[config.mk]
export PLATFORM = sky130hd
export DESIGN_NAME = fault_supervisor
export DESIGN_NICKNAME = d
export VERILOG_FILES = /design/src/rtl/fault_supervisor.sv
export SDC_FILE = /design/constraint.sdc
export NUM_CORES = 1
export LEC_CHECK = 0
export CORE_MARGIN = 2
export CORE_UTILIZATION = 64
export CTS_BUF_LIST = sky130_fd_sc_hd__clkbuf_8
export CTS_CLUSTER_DIAMETER = 60
export CTS_CLUSTER_SIZE = 24
export DETAILED_ROUTE_END_ITERATION = 10
export PLACE_DENSITY = 0.9
export SYNTH_ARGS = -nofsm -noshare
export SYNTH_HDL_FRONTEND = slang
export SYNTH_SLANG_ARGS = --single-unit
[constraint.sdc]
create_clock -name clk -period 6.1 [get_ports clk]
set_input_delay 1.22 -clock clk [delete_from_list [all_inputs] [get_ports clk]]
set_output_delay 1.22 -clock clk [all_outputs]
set_load 0.02 [all_outputs]
[src/rtl/fault_supervisor.sv]
// fault_supervisor: owns the HV supply enable and gates transmit pulses.
// Runs a power-up hold (INIT), normal operation (RUN), a post-fault lockout
// (FAULT) and a host-cleared lock (LOCKED). Fault flags are sticky.
// Build option: define FAULT_SUPERVISOR_AUTO_RETRY_EN to let lockout expiry
// return to INIT up to MAX_RETRY times before locking.
//
// Strobe semantics: pulse_req_i and clear_req_i are single-cycle strobes with
// no backpressure; a strobe is consumed in the cycle it is high or discarded.
// The FSM state is always visible on sup_state_o.
module fault_supervisor #(
  parameter int unsigned    CW          = 24,
  parameter logic [CW-1:0]  INIT_CYC    = 24'd100000,
  parameter logic [CW-1:0]  LOCKOUT_CYC = 24'd1000000,
  parameter logic [1:0]     MAX_RETRY   = 2'd3
) (
  input  logic       clk,
  input  logic       reset,
  input  logic       protect_en,
  input  logic       SensorOK_en,
  input  logic       pulse_req,
  input  logic       clear_req,
  output logic       hv_enable,
  output logic       pulse_en,
  output logic [1:0] fault_flags,
  output logic [1:0] retry_cnt,
  output logic [1:0] sup_state
);

  typedef enum logic [1:0] {
    ST_INIT   = 2'd0,
    ST_RUN    = 2'd1,
    ST_FAULT  = 2'd2,
    ST_LOCKED = 2'd3
  } state_t;

  // Retry budget: zero when automatic retry is not built in, so lockout
  // expiry always lands in LOCKED and the retry counter never moves.
`ifdef FAULT_SUPERVISOR_AUTO_RETRY_EN
  localparam logic [1:0] RETRY_LIMIT = MAX_RETRY;
`else
  localparam logic [1:0] RETRY_LIMIT = MAX_RETRY & 2'b00;
`endif

  localparam logic [CW-1:0] INIT_LAST    = INIT_CYC - CW'(1);
  localparam logic [CW-1:0] LOCKOUT_LAST = LOCKOUT_CYC - CW'(1);

  state_t        state_q, state_d;
  logic [CW-1:0] timer_q, timer_d;
  logic          hv_q, hv_d;
  logic          pulse_q, pulse_d;
  logic [1:0]    flags_q, flags_d;
  logic [1:0]    retry_q, retry_d;

  logic          fault;
  logic [CW-1:0] timer_inc;

  // Next-state, timer, flag and retry logic for the supervisor FSM.
  always_comb begin
    fault     = protect_en | ~SensorOK_en;
    timer_inc = (&timer_q) ? timer_q : timer_q + CW'(1);
    state_d   = state_q;
    timer_d   = timer_q;
    retry_d   = retry_q;
    pulse_d   = 1'b0;
    // Sticky flags; an active fault input always wins over a clear.
    flags_d   = flags_q | {~SensorOK_en, protect_en};

    unique case (state_q)
      ST_INIT: begin
        if (fault) begin
          timer_d = '0;
        end else if (timer_q == INIT_LAST) begin
          timer_d = '0;
          state_d = ST_RUN;
        end else begin
          timer_d = timer_inc;
        end
        if (clear_req && !fault) flags_d = 2'b00;
      end
      ST_RUN: begin
        if (fault) begin
          // A pulse request in the fault cycle is dropped.
          timer_d = '0;
          state_d = ST_FAULT;
        end else begin
          pulse_d = pulse_req;
          if (clear_req) flags_d = 2'b00;
        end
      end
      ST_FAULT: begin
        // Lockout is measured from fault release; clear_req is ignored.
        if (fault) begin
          timer_d = '0;
        end else if (timer_q == LOCKOUT_LAST) begin
          timer_d = '0;
          if (retry_q < RETRY_LIMIT) begin
            retry_d = retry_q + 2'd1;
            state_d = ST_INIT;
          end else begin
            state_d = ST_LOCKED;
          end
        end else begin
          timer_d = timer_inc;
        end
      end
      ST_LOCKED: begin
        if (clear_req && !fault) begin
          flags_d = 2'b00;
          retry_d = 2'b00;
          timer_d = '0;
          state_d = ST_INIT;
        end
      end
      default: state_d = ST_INIT;
    endcase

    // HV is on exactly while the registered state is RUN.
    hv_d = (state_d == ST_RUN);
  end

  // State and output registers with synchronous reset.
  always_ff @(posedge clk) begin
    if (reset) begin
      state_q <= ST_INIT;
      timer_q <= '0;
      hv_q    <= 1'b0;
      pulse_q <= 1'b0;
      flags_q <= 2'b00;
      retry_q <= 2'b00;
    end else begin
      state_q <= state_d;
      timer_q <= timer_d;
      hv_q    <= hv_d;
      pulse_q <= pulse_d;
      flags_q <= flags_d;
      retry_q <= retry_d;
    end
  end

  assign hv_enable   = hv_q;
  assign pulse_en    = pulse_q;
  assign fault_flags = flags_q;
  assign retry_cnt   = retry_q;
  assign sup_state   = state_q;

endmodule

Yosys cells after proc, flatten, opt, wreduce, memory -nomap -nowiden
Cells that the tools add are included.
- register bits: 32
- eq/ne operators: 11
- mux-type cells: 25
- $lt $le $gt $ge: 1
- bitwise logic cells: 4
- add/subtract/negate cells: 2
- reductions and logical operators: 9
- operators with widths (kind ; number):
    2-to-1 mux 24 bit ; 7
    one-hot mux 24 bit (4 select lines) ; 1
    2-to-1 mux 2 bit ; 14
    adder 24 x 1 -> 24 bit (second input constant) ; 1
    equality test 24 x 17 -> 1 bit (second input constant) ; 1
    equality test 24 x 20 -> 1 bit (second input constant) ; 1
    AND reduction 24 bit ; 1
    != test 2 bit (second input constant) ; 5
    one-hot mux 2 bit (2 select lines) ; 2
    one-hot mux 2 bit (4 select lines) ; 1
    AND reduction 5 bit ; 1
    equality test 2 x 1 -> 1 bit (second input constant) ; 2
    equality test 2 bit (second input constant) ; 2
    OR reduction 3 bit ; 1
    adder 2 x 1 -> 2 bit (second input constant) ; 1
    logical NOT 2 bit ; 1
    less-than comparator 2 x 1 -> 1 bit (second input constant) ; 1
    inverter 1 bit ; 2
    OR 2 bit ; 1
    AND reduction 2 bit ; 1
    nonzero test 2 bit ; 1
    OR reduction 2 bit ; 1
    logical AND 1 bit ; 1
    logical NOT 1 bit ; 1
    OR 1 bit ; 1

Longest topological paths before layout
Gate-level depths: netlist of run 1.
- word-level depth: 7
- depth in mapped cells: 8
- gate-level depth less buffers: 7

Least setup slack after synthesis of run 1
No wires, ideal clock.
- kind: input-to-reg
- from: input port protect_en
- to: register timer_q[21]
- path buffers: 1
- stages: 6
- setup slack: 3.476 ns
- required time: 6.030 ns
- data arrival time: 2.555 ns
- path through: and3b_1 o2111ai_1 a21o_1 buf_2 or4_1 a21oi_1
- longest elaborated chain between the ends: 5
- ends and longest elaborated chain (element ; RTL line ; RTL):
    start: declaration ; 18 ; input logic protect_en,
    OR 1 bit * ; 59 ; fault = protect_en | ~SensorOK_en;
    logical NOT 1 bit ; 107 ; if (clear_req && !fault) begin
    logical AND 1 bit ; 107 ;
    != test 2 bit (no line) ; - ;
    AND reduction 2 bit (no line) ; - ;
    end signal: assignment ; 132 ; timer_q <= timer_d;
    end: declaration ; 48 ; logic [CW-1:0] timer_q, timer_d;
Every way passes the cells marked *; elsewhere a longest branch is shown, timed or not.
A chain may end at the register's enable or synchronous reset.

Final worst setup path of run 1
- from: input port SensorOK_en
- to: register timer_q[17]
- longest elaborated chain between the ends: 6
- ends and longest elaborated chain (element ; RTL line ; RTL):
    start: declaration ; 19 ; input logic SensorOK_en,
    inverter 1 bit * ; 59 ;
    OR 1 bit * ; 59 ;
    logical NOT 1 bit ; 107 ;
    logical AND 1 bit ; 107 ;
    != test 2 bit (no line) ; - ;
    AND reduction 2 bit (no line) ; - ;
Marked as above.

==> results.cfg, run 1 <==
[worst_hold_path]
holdCritStartpoint = fault_flags[0]
holdPathEnd = fault_flags[0]
min_path_type = flop to flop
hold_depth = 2

[worst_setup_path]
r2r_cells = 6
r2r_slack_ps = 3630
worst-endpoint-arrival_ps = 3370
path_max_fanout = 14
timing.rr.end = timer_q[10]
start_kind = input port
cp_data_required_time_ps = 6320
worstReg2RegStart = timer_q[9]
end_kind = flop
startpoint = SensorOK_en
worstSetupPathType = input port to flop

[place]
dpl.hpwl_mm = 3.01
dp.cells = 248
gp_congestion = 0.943
io_buffers = 11
place_ws_ps = 2740

[sta]
setup_tns_ps = 0
setup_viol = 0
slew_headroom_pct = 42.9
post-route-period-util_pct = 51.8
tightestPinTransition_ps = 851
fin_crit_ps = 3160
fmax_ghz = 0.317
hold_viol_final = 0
finalMaxSlewViolations = 0
rsz0062_at_grt = false
skew_ps = 4.34
setup_slack_ps = 2940

[floorplanning]
initial_utilization_pct = 66.1
rows = 19
die_height_um = 56.7
core_mm2 = 0.00269
dieArea_mm2 = 0.00321
io_pins = 14
fp.dieW_um = 56.7

[finish]
final_common_cell = dfxtp_1
antenna_cells = 0
final_cell_mix = 30 x dfxtp_1, 21 x nor2_1, 15 x xnor2_1, 12 x nand3_1, 11 x clkdlybuf4s50_1
final_cells = 256
areaGrowthSynthToFinish_pct = 12.4
drive_gt1_share_pct = 8.89
nNetsFinal = 235
fillers = 187

[clock_network]
cts_root_buf = clkbuf_8
cts_hold_buffers = 0
clk-insertion-delay-late_ps = 290
cts_max_path_buffers = 2
cts_tree = done
cts_num_sinks = 30
cts_setup_buffers = 0
numCtsBuffers = 5
cts_resized = 0
htree_levels = 2
path_clk_slew_ps = 70

[logic_synthesis]
synth.avg_cell_area_um2 = 8.46
synth_edf_count = 0
synth_top_area_share_pct = 33.8
ys_top_cells_by_area = dfxtp_1 34%, xnor2_1 7.4%, nor2_1 4.4%
seq_area_frac_synth_pct = 33.8
syn_area_mm2 = 0.00178
ys.flop_type = dfxtp_1
synth_warnings = 0
synth_top_area_cell = dfxtp_1
post_synth_inst_count = 210
async_flop_share_pct = 0
ys_seq_elements = 30
ys_types = 51

[power]
p_clk_share_pct = 40.2
peakVddDrop_mv = 0.204
switching_share_pct = 25.0
p_leak_nw = 0.595
power_frac_seq_pct = 49.6
netSwitchingPower_uw = 102
power_density_mw_per_mm2 = 205
p_comb_share_pct = 10.3
internal_power_uw = 307

[grt]
grt_remaining_overflow = 0
grt_pass1_vias = 1714
antenna_found_initial = 0
grt_max_degree = 15
grt_pass1_wl_mm = 7.38
grt_usage_pct = 29.1

[run]
drv_cap = 0

[routing]
dr_total_vias = 1732
wl_per_cell_um = 16.8
drt-total-wl_mm = 4.30
vias_per_cell = 6.77
antenna_left = 0
drc = 0
dr.first_iter.drc_count = 137
first_pass_iters = 7

[status]
status = completed
## cell usage after synthesis, types with 2 or more instances
| library cell | number |
|---|---|
| dfxtp_1 | 30 |
| nor2_1 | 21 |
| xnor2_1 | 15 |
| nand3_1 | 12 |
| a21oi_1 | 10 |
| inv_1 | 9 |
| nand2_1 | 9 |
| nor3_1 | 7 |
| o21ai_0 | 7 |
| and3_1 | 6 |
| nand4_1 | 6 |
| ha_1 | 5 |
| nor4_1 | 5 |
| or4_1 | 5 |
| a211oi_1 | 4 |
| buf_2 | 4 |
| o211ai_1 | 4 |
| o31ai_1 | 4 |
| nor2_2 | 3 |
| nor4b_1 | 3 |
| o2111ai_1 | 3 |
| or3_1 | 3 |
| and3b_1 | 2 |
| and4_1 | 2 |
| buf_4 | 2 |
| nand3b_1 | 2 |
| nor2b_1 | 2 |
| o2111a_1 | 2 |
## how the worst max path moves through the flow
stage	to	slack, ps
after floorplan	timer_q[21]	3480
after global placement	timer_q[6]	2800
after detailed placement	timer_q[17]	2740
after CTS	timer_q[17]	3020
after global routing	timer_q[17]	2840
final	timer_q[17]	2940
## state kept, by name, summed over array words and instances (netlist names)
register and flops:
fault_flags 2, timer_q 24, hv_enable 1, pulse_en 1
sup_state 2
## cell type report
type	instances	area [µm²]	share of cell area [%]
clock inverters	2	8.76	0.439
clock buffers	6	82.6	4.14
well taps	31	38.8	1.94
repair buffers	13	125	6.27
inverters	9	33.8	1.69
multi-input cells	165	1110	55.5
flip-flops and latches	30	601	30.1
## stage by stage
stage	instance area, µm²	utilization (%)	hold slack [ps]	power (mW)
after global placement	1910	70.9	473	0.246
after CTS	2000	74.3	501	0.407
after floorplan	1780	-	470	0.233
final	2000	74.3	495	0.409
after global routing	2000	74.3	529	0.421
after detailed placement	1910	70.9	489	0.247
## routing by layer
| metal | GRT usage [%] | wire length [µm] | up-vias |
|---|---|---|---|
| met1 | 34.9 | 1790 | 796 |
| met2 | 45.3 | 1950 | 93 |
| li1 | - | - | 815 |
| met5 | 0 | 0 | - |
| met3 | 9.45 | 375 | 28 |
| met4 | 17.0 | 186 | 0 |
## cell families (layout without fill, tap and decap cells)
family | Yosys count | after routing | synth area share [%]
AOI/OAI and AO/OA | 46 | 46 | 19.2
xor gates and xnor gates | 15 | 15 | 7.39
adders and majority gates | 5 | 5 | 3.52
buffers and inverters | 16 | 30 | 4.08
DFF | 30 | 30 | 33.8
muxes | 1 | 1 | 0.563
other | 1 | 2 | 0.211
and+or+nand+nor | 96 | 96 | 31.3
## power groups by stage
stage               registers, mW  logic [mW]  clock network, mW
finish                      0.203      0.0419              0.164
global route                0.203      0.0449              0.173
CTS                         0.203      0.0413              0.164
detailed placement          0.207      0.0405                  0
global placement            0.207      0.0397                  0
floorplan                   0.211      0.0219                  0
## critical path, stage by stage
cell	delay, ps
clkdlybuf4s50_1	540
nor2b_1	350
nand2_1	110
a311oi_2	550
o31ai_2	220
buf_4	240
a21oi_1	130
Note: power is estimated with default switching activity, not from simulation.
==> run 2: changes to the inputs <==
--- a/config.mk
+++ b/config.mk
@@ -6,12 +6,12 @@
 export NUM_CORES = 1
 export LEC_CHECK = 0
 export CORE_MARGIN = 2
-export CORE_UTILIZATION = 64
+export CORE_UTILIZATION = 54
 export CTS_BUF_LIST = sky130_fd_sc_hd__clkbuf_8
 export CTS_CLUSTER_DIAMETER = 60
 export CTS_CLUSTER_SIZE = 24
 export DETAILED_ROUTE_END_ITERATION = 10
-export PLACE_DENSITY = 0.9
+export PLACE_DENSITY = 0.82
 export SYNTH_ARGS = -nofsm -noshare
 export SYNTH_HDL_FRONTEND = slang
 export SYNTH_SLANG_ARGS = --single-unit
==> constraint.sdc (replaced) <==
create_clock -name clk -period 2.9 [get_ports clk]
set_input_delay 0.58 -clock clk [delete_from_list [all_inputs] [get_ports clk]]
set_output_delay 0.58 -clock clk [all_outputs]
set_load 0.02 [all_outputs]
==> run 2 against run 1 <==
Against the previous run:
- clock power grew 110%
- largest cell class unchanged
- global-route usage shrank 4.8 points
- non-clock buffer count grew 3
- worst hold slack lost 16 ps
- via count shrank 5.0%
- worst setup slack lost 2400 ps
- critical path type unchanged
- die area grew 17%
- core utilization shrank 8.7 points
- total power grew 110%
==> results.cfg, run 2 (synthesized netlist as in run 1, its figures left out) <==
[run]
drv_cap = 0

[grt]
antenna_found_initial = 0
grt_pass1_vias = 1443
grt_max_degree = 23
grt_remaining_overflow = 0
grt_usage_pct = 24.4
grt_pass1_wl_mm = 6.71

[power]
power_frac_seq_pct = 49.8
internal_power_uw = 645
peakVddDrop_mv = 0.288
netSwitchingPower_uw = 211
p_clk_share_pct = 40.0
switching_share_pct = 24.6
power_density_mw_per_mm2 = 421
p_comb_share_pct = 10.2
p_leak_nw = 0.611

[worst_setup_path]
worst-endpoint-arrival_ps = 2580
end_kind = flop
worstSetupPathType = input port to flop
start_kind = input port
path_max_fanout = 6
cp_data_required_time_ps = 3110

[floorplanning]
core_mm2 = 0.00310
io_pins = 14
dieArea_mm2 = 0.00377
rows = 20
fp.dieW_um = 61.4
die_height_um = 61.4
initial_utilization_pct = 57.3

[routing]
drt-total-wl_mm = 4.04
dr_total_vias = 1646
first_pass_iters = 4
drc = 0
wl_per_cell_um = 14.8
antenna_left = 0
vias_per_cell = 6.05
dr.first_iter.drc_count = 75

[sta]
rsz0062_at_grt = false
post-route-period-util_pct = 81.8
tightestPinTransition_ps = 604
hold_viol_final = 0
fmax_ghz = 0.421
finalMaxSlewViolations = 0
slew_headroom_pct = 59.4
setup_viol = 0
skew_ps = 8.34
setup_tns_ps = 0
fin_crit_ps = 2370

[finish]
areaGrowthSynthToFinish_pct = 14.6
final_common_cell = dfxtp_1
largest_register_ffs = 24
nNetsFinal = 238
final_cell_mix = 30 x dfxtp_1, 21 x nor2_1, 15 x xnor2_1, 12 x nand3_1, 11 x clkdlybuf4s50_1
utilization_pct = 65.6
regMostFlops = timer_q
antenna_cells = 0
drive_gt1_share_pct = 10.1

[place]
dpl.hpwl_mm = 2.95
gp_congestion = 0.843
io_buffers = 11

[clock_network]
cts_root_buf = clkbuf_8
clk-insertion-delay-late_ps = 290
cts_max_path_buffers = 2
htree_levels = 2
cts_resized = 0
cts_setup_buffers = 0
cts_hold_buffers = 0
cts_tree = done
path_clk_slew_ps = 60
cts_num_sinks = 30
numCtsBuffers = 5

[status]
status = completed

[worst_hold_path]
min_path_type = flop to flop
run 2: final timing paths:
| kind | start | end | slack [ps] | cells after the start |
|---|---|---|---|---|
| worst min register to register | fault_flags[0] | fault_flags[0] | 480 | 2 |
| worst min-delay path | fault_flags[0] | fault_flags[0] | 480 | 2 |
| worst max-delay path | protect_en | timer_q[12] | 530 | 6 |
| worst max register to register | sup_state[1] | timer_q[12] | 620 | 7 |
run 2: power groups by stage:
stage               Clock (mW)  Sequential, mW  Combinational [mW]
global route             0.367           0.427              0.0965
global placement             0           0.435              0.0858
finish                   0.343           0.426              0.0872
CTS                      0.348           0.426              0.0876
detailed placement           0           0.436              0.0866
floorplan                    0           0.444              0.0461
run 2: critical path, cell delays in order:
cell and delay, ps:
clkdlybuf4s50_1 540, and3b_1 220, a2111oi_2 520, a21boi_0 370
o2111ai_1 170, a31oi_1 180
run 2: per-stage QoR:
step	std cells	power, mW	cell area, µm²	setup WS, ps	hold slack, ps
2_1_floorplan	211	0.490	1780	814	470
3_3_place_gp	264	0.521	1940	372	494
3_5_place_dp	264	0.522	1940	257	473
4_1_cts	272	0.862	2040	547	481
5_1_grt	272	0.890	2040	373	520
6_report	272	0.856	2040	527	479
run 2: cell type report:
cell class | instances | area, µm²
Sequential cell | 30 | 601
Inverter | 9 | 33.8
Fill cell | 296 | 1070
Timing Repair Buffer | 16 | 148
Tap cell | 44 | 55.1
Clock inverter | 2 | 8.76
Multi-Input combinational cell | 165 | 1110
Clock buffer | 6 | 82.6
run 2: per-layer routing:
metal / wire (µm) / vias to the layer above / GRT usage (%)
li1: - / 818 / -
met1: 1900 / 782 / 33.6
met2: 1870 / 40 / 36.3
met3: 211 / 6 / 7.77
met4: 55 / 0 / 7.90
met5: 0 / - / 0
==> run 3: changes to the inputs <==
--- a/config.mk
+++ b/config.mk
@@ -6,12 +6,12 @@
 export NUM_CORES = 1
 export LEC_CHECK = 0
 export CORE_MARGIN = 2
-export CORE_UTILIZATION = 54
+export CORE_UTILIZATION = 60
 export CTS_BUF_LIST = sky130_fd_sc_hd__clkbuf_8
 export CTS_CLUSTER_DIAMETER = 60
 export CTS_CLUSTER_SIZE = 24
 export DETAILED_ROUTE_END_ITERATION = 10
-export PLACE_DENSITY = 0.82
+export PLACE_DENSITY = 0.86
 export SYNTH_ARGS = -nofsm -noshare
 export SYNTH_HDL_FRONTEND = slang
 export SYNTH_SLANG_ARGS = --single-unit
==> constraint.sdc (replaced) <==
create_clock -name clk -period 2.2 [get_ports clk]
set_input_delay 0.44 -clock clk [delete_from_list [all_inputs] [get_ports clk]]
set_output_delay 0.44 -clock clk [all_outputs]
set_load 0.02 [all_outputs]
==> run 3 against run 2 <==
Against the previous run:
- sequential cell count did not move
- sequential power increased by 32%
- critical path depth unchanged
- worst hold slack gained 21 ps
- highest routed layer unchanged
- clock-buffer cell count is 1 lower
- sequential share of layout area shrank 1.8 points
- clock power grew 57%
- worst setup slack worse by 420 ps
==> results.cfg, run 3 (synthesized netlist as in run 1, its figures left out) <==
[worst_setup_path]
worstSetupPathType = flop to flop
worst-endpoint-arrival_ps = 2280
cp_data_required_time_ps = 2380
end_kind = flop
path_max_fanout = 12
start_kind = flop

[floorplanning]
rows = 19
die_height_um = 58.4
initial_utilization_pct = 63.9
core_mm2 = 0.00278
dieArea_mm2 = 0.00341
fp.dieW_um = 58.4
io_pins = 14

[finish]
layout.cell_area.non_filler_mm2 = 0.00216
final_common_cell = dfxtp_1
final_cells = 275
antenna_cells = 0
final_cell_mix = 30 x dfxtp_1, 21 x nor2_1, 21 x buf_4, 15 x xnor2_1, 12 x nand3_1
nNetsFinal = 254
regMostFlops = timer_q
largest_register_ffs = 24
areaGrowthSynthToFinish_pct = 21.8
drive_gt1_share_pct = 16.4

[sta]
fin_crit_ps = 2090
skew_ps = 5.14
setup_slack_ps = 108
fmax_ghz = 0.478
setup_viol = 0
tightestPinTransition_ps = 549
slew_headroom_pct = 63.0
post-route-period-util_pct = 95.1
hold_viol_final = 0
rsz0062_at_grt = false
finalMaxSlewViolations = 0

[clock_network]
path_clk_slew_ps = 60
cts_max_path_buffers = 2
htree_levels = 2
numCtsBuffers = 5
cts_num_sinks = 30
clk-insertion-delay-late_ps = 290
cts_setup_buffers = 0
cts_root_buf = clkbuf_8
cts_tree = done

[run]
drv_cap = 0

[grt]
grt_pass1_wl_mm = 7.68
grt_remaining_overflow = 0
grt_usage_pct = 30.0
antenna_found_initial = 0
grt_max_degree = 13
grt_pass1_vias = 1721

[routing]
dr.first_iter.drc_count = 143
dr_total_vias = 1871
drc = 0
antenna_left = 0
first_pass_iters = 5
drt-total-wl_mm = 4.78
vias_per_cell = 6.80
wl_per_cell_um = 17.4

[place]
dp.cells = 267
placed_cell_area_mm2 = 0.00205
io_buffers = 11
place_ws_ps = -159
dpl.hpwl_mm = 3.44
gp_congestion = 0.917

[power]
power_density_mw_per_mm2 = 566
p_leak_nw = 0.708
peakVddDrop_mv = 0.777

[status]
status = completed

[worst_hold_path]
min_path_type = flop to flop
## run 3: power breakdown
part	switching (mW)	internal [mW]	leakage, nW	total [mW]
combinational	0.0695	0.0545	0.405	0.124
clock	0.211	0.329	0.0607	0.540
sequential	0.00749	0.554	0.242	0.562
total	0.288	0.938	0.708	1.23
## run 3: what timing repair did
item	CTS	global route
hold buffers	0	0
endpoints found under the setup margin	0	2
resized for setup	0	3
## run 3: critical path, stage by stage (launching register included)
cell and delay (ps):
dfxtp_1 480, nor4b_1 320, nand4_1 230, o211a_1 300, o31ai_2 310, buf_4 260
nor2_1 70
## run 3: layout make-up
type / instances / area [µm²]
Timing Repair Buffer: 32 / 270
Multi-Input combinational cell: 165 / 1110
Fill cell: 184 / 617
Sequential cell: 30 / 601
Clock buffer: 5 / 68.8
Inverter: 9 / 33.8
Tap cell: 31 / 38.8
Clock inverter: 3 / 37.5
## run 3: per-stage QoR
step                      power, mW  util [%]  setup TNS (ps)  hold slack, ps
after floorplan               0.645         -               0             470
after global placement        0.691      73.6            -456             480
after detailed placement      0.696      73.6           -1180             484
after CTS                      1.23      77.5               0             496
after global routing           1.26      77.8               0             536
final                          1.23      77.8               0             500
## run 3: worst paths after layout
kind,startpoint,to,slack [ps],cells after the start
setup / recovery,timer_q[7],timer_q[4],110,6
hold / removal,fault_flags[0],fault_flags[0],500,2
setup reg to reg,timer_q[7],timer_q[4],110,6
hold reg to reg,fault_flags[0],fault_flags[0],500,2
## run 3: per-layer routing
| metal | up-vias | track usage, % | wire [µm] |
|---|---|---|---|
| met4 | 0 | 15.3 | 187 |
| met1 | 882 | 34.3 | 1910 |
| met2 | 104 | 49.1 | 2260 |
| li1 | 856 | - | - |
| met5 | - | 0 | 0 |
| met3 | 29 | 10.8 | 415 |
